### src/rtl/bcd_pkg.sv
// Shared definitions for the BCD <-> binary converter.
package bcd_pkg;

    typedef enum logic [1:0] {
        ST_IDLE = 2'd0,
        ST_CONV = 2'd1,
        ST_DONE = 2'd2
    } state_t;

    localparam int DIGIT_MAX = 9;

    // 10^n as a 64-bit constant; used for the elaboration-time range check.
    function automatic logic [63:0] pow10(input int n);
        logic [63:0] v;
        v = 64'd1;
        for (int i = 0; i < n; i++) begin
            v = v * 64'd10;
        end
        return v;
    endfunction

endpackage

### src/rtl/bcd_digit_adj.sv
// Double-dabble per-digit correction: add 3 when the digit is 5 or more,
// so the following left shift carries correctly into the next digit.
module bcd_digit_adj
    import bcd_pkg::*;
(
    input  logic [3:0] i_digit,
    output logic [3:0] o_digit
);

    localparam logic [3:0] ADJ_THRESH = 4'((DIGIT_MAX + 1) / 2);

    // Pure combinational correction
    always_comb begin
        o_digit = i_digit;
        if (i_digit >= ADJ_THRESH) begin
            o_digit = i_digit + 4'd3;
        end
    end

endmodule

### src/rtl/bcd_bin_converter.sv
// Iterative BCD <-> binary converter.
// Mode 0 folds one BCD digit per cycle (acc*10 + digit), mode 1 runs
// double-dabble one input bit per cycle. Results are held until out_ready.
//
//   state | meaning
//   IDLE  | waiting for a request, in_ready=1
//   CONV  | one digit (mode 0) or one bit (mode 1) per cycle
//   DONE  | result held on out_*, waiting for out_ready
module bcd_bin_converter
    import bcd_pkg::*;
#(
    parameter int DIGITS = 8,
    parameter int BIN_W  = 32
) (
    input  logic                  clk,
    input  logic                  reset,
    input  logic                  mode,
    input  logic                  in_valid,
    output logic                  in_ready,
    input  logic [4*DIGITS-1:0]   in_bcd,
    input  logic [BIN_W-1:0]      in_bin,
    output logic                  out_valid,
    input  logic                  out_ready,
    output logic [BIN_W-1:0]      out_bin,
    output logic [4*DIGITS-1:0]   out_bcd,
    output logic                  out_err,
    output logic                  out_mode
);

    localparam int BCD_W    = 4 * DIGITS;
    localparam int STEP_MAX = (DIGITS > BIN_W) ? DIGITS : BIN_W;
    localparam int STEP_W   = $clog2(STEP_MAX + 1);

    localparam logic [STEP_W-1:0] LAST_DEC = STEP_W'(DIGITS - 1);
    localparam logic [STEP_W-1:0] LAST_BIN = STEP_W'(BIN_W - 1);

    // The binary side must be able to hold every DIGITS-digit decimal value.
    if (BIN_W < 64) begin : g_range_chk
        if ((64'd1 << BIN_W) < pow10(DIGITS)) begin : g_range_err
            $error("bcd_bin_converter: BIN_W too narrow for DIGITS");
        end
    end

    state_t               r_state;
    logic                 r_mode;
    logic [BCD_W-1:0]     r_src_bcd;
    logic [BIN_W-1:0]     r_src_bin;
    logic [BIN_W-1:0]     r_acc_bin;
    logic [BCD_W-1:0]     r_acc_bcd;
    logic                 r_err;
    logic [STEP_W-1:0]    r_step;

    logic                 r_out_valid;
    logic [BIN_W-1:0]     r_out_bin;
    logic [BCD_W-1:0]     r_out_bcd;
    logic                 r_out_err;
    logic                 r_out_mode;

    logic [3:0]           w_digit;
    logic [BIN_W-1:0]     w_acc_bin_next;
    logic [BCD_W-1:0]     w_adj_bcd;
    logic [BCD_W-1:0]     w_acc_bcd_next;
    logic                 w_err_now;
    logic                 w_last;

    // Digit-wise add-3 correction on the BCD accumulator
    for (genvar g = 0; g < DIGITS; g++) begin : g_adj
        bcd_digit_adj u_adj (
            .i_digit (r_acc_bcd[4*g +: 4]),
            .o_digit (w_adj_bcd[4*g +: 4])
        );
    end

    // Next-step datapath for both modes; the operand registers shift so the
    // digit/bit being consumed is always at the top.
    always_comb begin
        w_digit        = r_src_bcd[BCD_W-1 -: 4];
        w_acc_bin_next = (r_acc_bin << 3) + (r_acc_bin << 1)
                       + {{(BIN_W-4){1'b0}}, w_digit};
        w_acc_bcd_next = {w_adj_bcd[BCD_W-2:0], r_src_bin[BIN_W-1]};
        w_err_now      = r_mode ? w_adj_bcd[BCD_W-1]
                                : (w_digit > 4'(DIGIT_MAX));
        w_last         = (r_step == (r_mode ? LAST_BIN : LAST_DEC));
    end

    // Control FSM with registered result outputs
    always_ff @(posedge clk) begin
        if (reset) begin
            r_state     <= ST_IDLE;
            r_mode      <= 1'b0;
            r_src_bcd   <= '0;
            r_src_bin   <= '0;
            r_acc_bin   <= '0;
            r_acc_bcd   <= '0;
            r_err       <= 1'b0;
            r_step      <= '0;
            r_out_valid <= 1'b0;
            r_out_bin   <= '0;
            r_out_bcd   <= '0;
            r_out_err   <= 1'b0;
            r_out_mode  <= 1'b0;
        end else begin
            case (r_state)
                ST_IDLE: begin
                    if (in_valid) begin
                        r_mode    <= mode;
                        r_src_bcd <= in_bcd;
                        r_src_bin <= in_bin;
                        r_acc_bin <= '0;
                        r_acc_bcd <= '0;
                        r_err     <= 1'b0;
                        r_step    <= '0;
                        r_state   <= ST_CONV;
                    end
                end
                ST_CONV: begin
                    if (r_mode) begin
                        r_acc_bcd <= w_acc_bcd_next;
                        r_src_bin <= r_src_bin << 1;
                    end else begin
                        r_acc_bin <= w_acc_bin_next;
                        r_src_bcd <= r_src_bcd << 4;
                    end
                    if (w_err_now) begin
                        r_err <= 1'b1;
                    end
                    r_step <= r_step + STEP_W'(1);
                    if (w_last) begin
                        r_state     <= ST_DONE;
                        r_out_valid <= 1'b1;
                        r_out_mode  <= r_mode;
                        r_out_err   <= r_err | w_err_now;
                        r_out_bin   <= r_mode ? '0 : w_acc_bin_next;
                        r_out_bcd   <= r_mode ? w_acc_bcd_next : '0;
                    end
                end
                ST_DONE: begin
                    if (out_ready) begin
                        r_state     <= ST_IDLE;
                        r_out_valid <= 1'b0;
                        r_out_bin   <= '0;
                        r_out_bcd   <= '0;
                        r_out_err   <= 1'b0;
                        r_out_mode  <= 1'b0;
                    end
                end
                default: begin
                    r_state <= ST_IDLE;
                end
            endcase
        end
    end

    assign in_ready  = (r_state == ST_IDLE);
    assign out_valid = r_out_valid;
    assign out_bin   = r_out_bin;
    assign out_bcd   = r_out_bcd;
    assign out_err   = r_out_err;
    assign out_mode  = r_out_mode;

endmodule

### config.mk
export PLATFORM = sky130hd
export DESIGN_NAME = bcd_bin_converter
export DESIGN_NICKNAME = d
export VERILOG_FILES = /design/src/rtl/bcd_pkg.sv /design/src/rtl/bcd_digit_adj.sv /design/src/rtl/bcd_bin_converter.sv
export SDC_FILE = /design/constraint.sdc
export NUM_CORES = 1
export LEC_CHECK = 0
export ABC_AREA = 0
export CORE_ASPECT_RATIO = 0.75
export CORE_MARGIN = 2
export CORE_UTILIZATION = 30
export CTS_CLUSTER_SIZE = 10
export DETAILED_ROUTE_END_ITERATION = 7
export PLACE_DENSITY = 0.45
export SLEW_MARGIN = 20
export SYNTH_ARGS = -nofsm -noshare
export SYNTH_HDL_FRONTEND = slang
export SYNTH_SLANG_ARGS = --single-unit
### constraint.sdc
create_clock -name clk -period 4 [get_ports clk]
set_clock_uncertainty 0.05 [all_clocks]
set_input_delay 0.8 -clock clk [delete_from_list [all_inputs] [get_ports clk]]
set_output_delay 0.8 -clock clk [all_outputs]
set_load 0.03 [all_outputs]
==> results of run 1 <==
==> path summary, 6_finish.rpt <==
path | from | depth (start not counted) | slack (ns) | to
max | r_src_bcd[31] | 11 | 0.66 | out_bin[24]
min reg2reg | out_bin[31] | 2 | 0.40 | out_bin[31]
min | out_bin[31] | 2 | 0.40 | out_bin[31]
max reg2reg | r_src_bcd[31] | 11 | 0.66 | out_bin[24]
==> placed cells by master (no fill, tap or decap), types with 3 or more instances in the layout <==
cell                              synthesis  layout
sky130_fd_sc_hd__o211ai_1                 4       4
sky130_fd_sc_hd__ha_1                    75      75
sky130_fd_sc_hd__o21ai_1                 13      13
sky130_fd_sc_hd__nor2_1                 221     220
sky130_fd_sc_hd__nor3_1                   9       9
sky130_fd_sc_hd__nor2b_1                  7       6
sky130_fd_sc_hd__a211oi_2                 3       3
sky130_fd_sc_hd__xnor2_1                 27      27
sky130_fd_sc_hd__a211oi_1                 5       5
sky130_fd_sc_hd__nor3b_1                 16      16
sky130_fd_sc_hd__and3_1                   4       4
sky130_fd_sc_hd__or3_1                    3       3
sky130_fd_sc_hd__nand4_1                  4       4
sky130_fd_sc_hd__nand3_1                 13      13
sky130_fd_sc_hd__o21a_1                   8       8
sky130_fd_sc_hd__clkbuf_16                0      25
sky130_fd_sc_hd__clkdlybuf4s50_1          0     135
sky130_fd_sc_hd__a31oi_1                  7       7
sky130_fd_sc_hd__a21o_1                  17      17
sky130_fd_sc_hd__and2_1                   4       4
sky130_fd_sc_hd__dfxtp_1                204     204
sky130_fd_sc_hd__nand2_1                165     163
sky130_fd_sc_hd__mux2i_1                  9       9
sky130_fd_sc_hd__a22oi_1                 66      66
sky130_fd_sc_hd__clkbuf_1                57       5
sky130_fd_sc_hd__nand2b_1                13      12
sky130_fd_sc_hd__nor4_1                   3       3
sky130_fd_sc_hd__a21oi_1                 93      93
sky130_fd_sc_hd__inv_1                   35      35
sky130_fd_sc_hd__a311oi_1                63      63
sky130_fd_sc_hd__nand3b_1                 5       5
sky130_fd_sc_hd__a22o_1                  22      22
sky130_fd_sc_hd__xor2_1                   6       6
sky130_fd_sc_hd__o21ai_0                 39      39
sky130_fd_sc_hd__buf_4                    0      18
==> cells by family after synthesis <==
logic type	Yosys count	synth area share, %
buf+inv	120	4.71
xor+xnor	33	2.74
mux	10	0.960
compound gates	367	24.4
simple gates	476	19.3
flops	204	38.7
fa+ha+maj	77	9.27
==> report_power, final <==
group | switching, mW | internal, mW | total [mW]
clock network | 0.858 | 1.20 | 2.06
registers | 0.0402 | 2.10 | 2.14
logic | 0.235 | 0.157 | 0.391
==> routing by layer <==
metal / global-route usage, % / share of wire [%] / vias up / wire [um]
met5: 0 / 0.041 / - / 13
met4: 3.22 / 1.6 / 2 / 501
met3: 3.23 / 4.9 / 30 / 1530
met2: 24.3 / 40 / 196 / 12800
met1: 26.6 / 53 / 4417 / 16700
li1: - / - / 4784 / -
==> metrics by stage <==
step | utilization (%) | worst slack (ns) | power [mW]
finish | 37.4 | 0.663 | 4.59
global route | 37.4 | 0.473 | 4.81
CTS | 37.4 | 0.682 | 4.68
detailed placement | 35.4 | 0.710 | 2.58
global placement | 35.4 | 0.759 | 2.58
floorplan | - | 1.03 | 2.42
==> area by class of cell <==
cell class	count	area (um2)
Fill cell	3673	21700
Multi-Input combinational cell	963	5990
Sequential cell	204	4080
Timing Repair Buffer	154	1500
Clock buffer	31	658
Tap cell	457	572
Inverter	35	131
Clock inverter	3	46.3
Antenna cell	1	2.50
==> registers in the layout, summed over array words and instances (netlist names) <==
| signal | flops |
|---|---|
| out_bin | 32 |
| r_mode | 1 |
| r_step | 6 |
| r_acc_bcd | 32 |
| r_src_bcd | 32 |
| r_acc_bin | 31 |
| r_src_bin | 32 |
| r_state | 2 |
| out_err | 1 |
| r_err | 1 |
| out_bcd | 32 |
| out_mode | 1 |
| out_valid | 1 |
==> tightest hold or removal path, delay by kind of cell, from the launching register on <==
kind / cells / cell delay (ns)
AOI/OAI and AO/OA: 1 / 0.05
DFF: 1 / 0.31
and+or+nand+nor: 1 / 0.05
==> results_tabular.tex, run 1 <==
\begin{tabular}{lr}
\hline
Metric & Value \\
\hline
\multicolumn{2}{l}{\textbf{Status}} \\
Result of the run & finished clean \\
\multicolumn{2}{l}{\textbf{STA}} \\
Fin crit period & 3.34 ns \\
Slew Viols, Final & 0 \\
Hold slack final & 0.396 ns \\
Final sum of negative setup slack & 0 ns \\
Number of setup violations in the final report & 0 \\
Max transition margin & 39.8\% \\
Worst Tran Pin Value & 0.903 ns \\
Highest clock rate & roughly 300 MHz \\
RSZ-0062 raised after global routing & no \\
Final Hold Violating Endpoints & 0 \\
Share of the clock period used by the worst path after layout & 83.4\% \\
\multicolumn{2}{l}{\textbf{Worst setup path}} \\
Worst endpoint required time & 4.38 ns \\
Cell type group with the largest total delay on the critical path & compound AO/OA/AOI/OAI gates \\
Type of the worst setup path & reg -> reg \\
Most numerous cell on the critical path & sky130\_fd\_sc\_hd\_\_inv\_1 \\
Category of the worst setup path capture point & flop \\
Crit path buffers/inverters & 2 \\
Largest fanout on the critical path & 5 \\
Highest cell delay on the worst timing path & roughly 0.70 ns \\
Kind of launch point of the worst setup path & flop \\
Critical path cell sequence & inv\_1, fa\_1, inv\_1, ha\_1, nor2b\_1, o2111ai\_2, a211oi\_2, a2111oi\_2, o31ai\_1, xor2\_1, a22o\_1 \\
Worst Path Arrival & roughly 3.7 ns \\
Slowest library cell on the worst path & sky130\_fd\_sc\_hd\_\_a2111oi\_2 \\
\multicolumn{2}{l}{\textbf{GRT}} \\
Largest net degree at the start of global routing & around 80 \\
Overflow left after global routing & 0 \\
Wire length of the first global-routing pass & 50.7 mm \\
Total Routing Usage GR & about 17\% \\
Vias in the first global route & 8985 \\
Initial antenna violation count & 2 \\
\multicolumn{2}{l}{\textbf{Logic synthesis}} \\
Area leader, netlist & sky130\_fd\_sc\_hd\_\_dfxtp\_1 \\
Sequential element share of the synthesized area & about two fifths \\
Yosys warning count & 0 \\
List of most frequent post-synthesis cells & 221 x sky130\_fd\_sc\_hd\_\_nor2\_1, 204 x sky130\_fd\_sc\_hd\_\_dfxtp\_1, 165 x sky130\_fd\_sc\_hd\_\_nand2\_1 \\
Area share of the leading cell type in the synthesized netlist & 38.7\% \\
Cell area after synthesis & 10600 um2 \\
Top cells by area, synth & sky130\_fd\_sc\_hd\_\_dfxtp\_1 39\%, sky130\_fd\_sc\_hd\_\_ha\_1 8.9\%, sky130\_fd\_sc\_hd\_\_nor2\_1 7.9\%, sky130\_fd\_sc\_hd\_\_nand2\_1 5.9\%, sky130\_fd\_sc\_hd\_\_a311oi\_1 5.2\% \\
Most frequent cell after synthesis & sky130\_fd\_sc\_hd\_\_nor2\_1 \\
Synth async-reset ratio & 0\% \\
Number of enable-type register cells in the synthesized netlist & 0 \\
Mean Syn Cell Area & 8.20 um2 \\
Top\_reg\_cell synth & sky130\_fd\_sc\_hd\_\_dfxtp\_1 \\
Number of flip-flops and latches in the synthesized netlist & 204 \\
Synthesized netlist net count & 1433 \\
Number of distinct library cell variants in the gate-level netlist after synthesis & 64 \\
Instance count of the mapped netlist & around 1300 \\
\multicolumn{2}{l}{\textbf{Routing}} \\
Final WL & roughly 32 mm \\
Detailed-router iteration count before antenna repair & 5 \\
First DRT Iteration DRCs & 621 \\
Vias per cell & 5.10 \\
Count of nets left with antenna violations after detail routing & 0 \\
\# DRC & 0 \\
Total vias in the final route & between 9000 and 10000 \\
Average wire per standard cell & about 17 um \\
\multicolumn{2}{l}{\textbf{Floorplanning}} \\
Die X & between 200 and 250 um \\
Total die area & approximately 37000 um2 \\
Top Ports & 137 \\
Initial Util & about 30\% \\
Total number of placement rows & 59 \\
Core area & approximately 35000 um2 \\
Vert. Die Dim & around 170 um \\
\multicolumn{2}{l}{\textbf{Pwr}} \\
Leakage power of the design & approximately 5.0 nW \\
Max VDD drop & 0.000237 V \\
Power per standard cell area & around 350 nW/um2 \\
\multicolumn{2}{l}{\textbf{Clock tree}} \\
Clock tree from TritonCTS & built \\
Root cell of the clock tree & sky130\_fd\_sc\_hd\_\_clkbuf\_16 \\
Clock network latency to the later pin of the worst-skew pair & 0.53 ns \\
Maximum root-to-sink buffer count & 3 \\
Number of buffers added by the clock tree synthesis step & 25 \\
Clock net sink count & approximately 200 \\
PostCTS Resize Cnt & 0 \\
Clock transition at the registers of the reported paths & 0.06 ns \\
Level count of the clock H-tree & 1 \\
\# hold bufs at CTS & 0 \\
Post-CTS Setup Repair Bufs & 0 \\
\multicolumn{2}{l}{\textbf{Min path}} \\
Worst hold path type & reg -> reg \\
\multicolumn{2}{l}{\textbf{Layout}} \\
Non-filler instance count after layout & 1848 \\
Fraction of final layout cells sized beyond drive strength 1 & under 10\% \\
Finished Cell Area & 13000 um2 \\
Nets@finish & 1529 \\
Area added between synthesis and finish & 23.0\% \\
\multicolumn{2}{l}{\textbf{Placed design}} \\
\# placed instances & about 1800 \\
Final weighted congestion of routability-driven global placement & 0.852 \\
Number of input and output port buffers inserted & 136 \\
Cell area after placement & approximately 12000 um2 \\
Sum of net half-perimeters after detailed placement & about 22 mm \\
\multicolumn{2}{l}{\textbf{Flow run}} \\
Max-capacitance violation count & 0 \\
\hline
\end{tabular}
Note: power is estimated with default switching activity, not from simulation.
==> run 2: changes to the inputs <==
- PLACE_DENSITY: 0.45 -> 0.46
- clock period: 4 -> 2.7 ns (I/O delays scaled with it)
==> run 2 against run 1 <==
Compared with the run above: the run now ends with negative setup slack left; global-route usage increased by 0.96 points; non-clock buffer count increased by 102; sequential cell count unchanged; final cell count is 5.8% higher; worst hold slack got worse by 0.12 ns; core utilization rose by 4.0 points; largest cell class unchanged; largest power group unchanged.
==> results_tabular.tex, run 2 (synthesis gave the netlist of run 1 again) <==
\begin{tabular}{lr}
\hline
Metric & Value \\
\hline
\multicolumn{2}{l}{\textbf{Clock tree}} \\
Clock net sink count & 204 (unchanged) \\
\# hold bufs at CTS & 0 (unchanged) \\
Number of buffers added by the clock tree synthesis step & 26 (+4.0\%) \\
Root cell of the clock tree & sky130\_fd\_sc\_hd\_\_clkbuf\_16 \\
Clock tree from TritonCTS & built \\
Clock network latency to the later pin of the worst-skew pair & 0.55 ns (+0.02 ns) \\
Maximum root-to-sink buffer count & 3 (unchanged) \\
Clock transition at the registers of the reported paths & 0.06 ns (about the same) \\
Level count of the clock H-tree & 1 (unchanged) \\
\multicolumn{2}{l}{\textbf{STA}} \\
Share of the clock period used by the worst path after layout & 109\% (+26 points) \\
Worst Setup Slack, final & -0.244 ns (-0.907 ns) \\
Highest clock rate & 340 MHz (+13\%) \\
Max transition margin & 35.1\% (-4.7 points) \\
Final sum of negative setup slack & -3.43 ns (-3.43 ns) \\
Final Hold Violating Endpoints & 0 (unchanged) \\
RSZ-0062 raised after global routing & yes \\
Worst Tran Pin Value & 0.974 ns (+0.0704 ns) \\
Slew Viols, Final & 0 (unchanged) \\
Number of setup violations in the final report & 35 (+35) \\
Fin crit period & 2.94 ns (-0.393 ns) \\
\multicolumn{2}{l}{\textbf{Floorplanning}} \\
Top Ports & 137 (unchanged) \\
Core area & 34700 um2 (unchanged) \\
Vert. Die Dim & 166 um (unchanged) \\
Total die area & 36700 um2 (unchanged) \\
Die X & 221 um (unchanged) \\
Total number of placement rows & 59 (unchanged) \\
Initial Util & 30.4\% (unchanged) \\
\multicolumn{2}{l}{\textbf{GRT}} \\
Overflow left after global routing & 0 (unchanged) \\
Vias in the first global route & 9411 (+4.7\%) \\
Wire length of the first global-routing pass & 53.3 mm (+5.2\%) \\
Initial antenna violation count & 1 (-1) \\
Largest net degree at the start of global routing & 90 (+14\%) \\
Total Routing Usage GR & 18.1\% (+0.96 points) \\
\multicolumn{2}{l}{\textbf{Worst setup path}} \\
Largest fanout on the critical path & 3 (-2) \\
Critical path cell sequence & inv\_2, fa\_1, fa\_2, nor2b\_4, o2111ai\_4, a211oi\_4, a211oi\_4, o41a\_1, xnor2\_2, a22o\_1 \\
Most numerous cell on the critical path & sky130\_fd\_sc\_hd\_\_a211oi\_4 \\
Slowest library cell on the worst path & sky130\_fd\_sc\_hd\_\_fa\_1 \\
Highest cell delay on the worst timing path & 0.51 ns (-0.19 ns) \\
Worst Path Arrival & 3.31 ns (-0.40 ns) \\
Type of the worst setup path & reg -> reg \\
Category of the worst setup path capture point & flop \\
Worst endpoint required time & 3.07 ns (-1.31 ns) \\
Kind of launch point of the worst setup path & flop \\
\multicolumn{2}{l}{\textbf{Routing}} \\
Vias per cell & 5.06 (-0.92\%) \\
Detailed-router iteration count before antenna repair & 5 (unchanged) \\
\# DRC & 0 (unchanged) \\
Count of nets left with antenna violations after detail routing & 0 (unchanged) \\
Final WL & 33.5 mm (+6.2\%) \\
Average wire per standard cell & 17.1 um (+0.36\%) \\
First DRT Iteration DRCs & 698 (+12\%) \\
Total vias in the final route & 9883 (+4.8\%) \\
\multicolumn{2}{l}{\textbf{Placed design}} \\
Sum of net half-perimeters after detailed placement & 23.5 mm (+5.4\%) \\
Number of input and output port buffers inserted & 136 (unchanged) \\
\# placed instances & 1904 (+5.0\%) \\
Final weighted congestion of routability-driven global placement & 0.849 (-0.29\%) \\
\multicolumn{2}{l}{\textbf{Flow run}} \\
Max-capacitance violation count & 0 (unchanged) \\
\multicolumn{2}{l}{\textbf{Min path}} \\
Worst hold path type & in -> reg \\
\multicolumn{2}{l}{\textbf{Layout}} \\
Non-filler instance count after layout & 1955 (+5.8\%) \\
Nets@finish & 1632 (+6.7\%) \\
Most frequent standard cell in the layout excluding fill and tap cells & sky130\_fd\_sc\_hd\_\_nor2\_1 \\
Fraction of final layout cells sized beyond drive strength 1 & 16.0\% (+11 points) \\
Area added between synthesis and finish & 36.1\% \\
Top library cells by usage in the layout, fill and taps aside & 218 x sky130\_fd\_sc\_hd\_\_nor2\_1, 200 x sky130\_fd\_sc\_hd\_\_dfxtp\_1, 162 x sky130\_fd\_sc\_hd\_\_nand2\_1 \\
\multicolumn{2}{l}{\textbf{Status}} \\
Result of the run & finished with violations \\
Failing checks & negative setup slack \\
\multicolumn{2}{l}{\textbf{Pwr}} \\
Max VDD drop & 0.000473 V (+99\%) \\
Leakage power of the design & 5.74 nW (+14\%) \\
Power per standard cell area & 486 nW/um2 (+37\%) \\
\hline
\end{tabular}
-- run 2: power by group --
part | switching [mW] | internal, mW
sequential | 0.0577 | 3.11
clock | 1.34 | 1.82
combinational | 0.372 | 0.276
total | 1.77 | 5.21
-- run 2: final cells by class --
cell class              count  area, um2
well taps                 457        572
flip-flops and latches    204       4090
inverters                  35        131
multi-input cells         963       6480
repair buffers            256       2340
diodes                      2       5.00
clock buffers              33        707
fillers                  3555      20300
clock inverters             5       40.0
-- run 2: timing repair --
item,in CTS,in global routing
setup buffers,8,9
pin swaps,33,41
resized for setup,38,54
endpoints found under the hold margin,0,0
endpoints found under the setup margin,42,45
-- run 2: final timing paths --
path,start,endpoint,slack [ns],depth (start not counted)
setup / recovery,r_acc_bin[2],out_bin[26],-0.24,10
setup reg to reg,r_acc_bin[2],out_bin[26],-0.24,10
hold / removal,reset,r_acc_bin[16],0.28,2
hold reg to reg,out_bin[31],out_bin[31],0.40,2
-- run 2: stage by stage --
stage          setup WS (ns)  util [%]  power [mW]  hold WS [ns]  area (um2)
3_3_place_gp          -0.284      37.6        3.87         0.391       13000
4_1_cts               -0.189      40.5        7.09         0.260       14100
6_report              -0.244      41.4        6.98         0.276       14400
5_1_grt               -0.351      41.4        7.32         0.286       14400
2_1_floorplan        -0.0487         -        3.59         0.396       10600
3_5_place_dp          -0.267      37.6        3.87         0.398       13000
-- run 2: worst max-delay path, delay by kind of cell, from the launching register on --
| kind | cells | cell delay, ns |
|---|---|---|
| DFF | 1 | 0.33 |
| buffers and inverters | 1 | 0.04 |
| xor gates and xnor gates | 1 | 0.18 |
| adders and majority gates | 2 | 0.90 |
| and+or+nand+nor | 1 | 0.15 |
| AOI/OAI and AO/OA | 5 | 1.17 |
-- run 2: per-layer routing --
layer  vias to the layer above  track usage, %  routed length, um
met3                        32            3.45               1640
met2                       200            26.0              13900
met1                      4662            27.9              17500
met4                         0            3.13                461
li1                       4989               -                  -
met5                         -               0                  0
==> run 3: changes to the inputs <==
- CAP_MARGIN: unset -> 10
==> results of run 3 <==
Same layout as run 2: the final DEF is identical, and so are final timing and power.
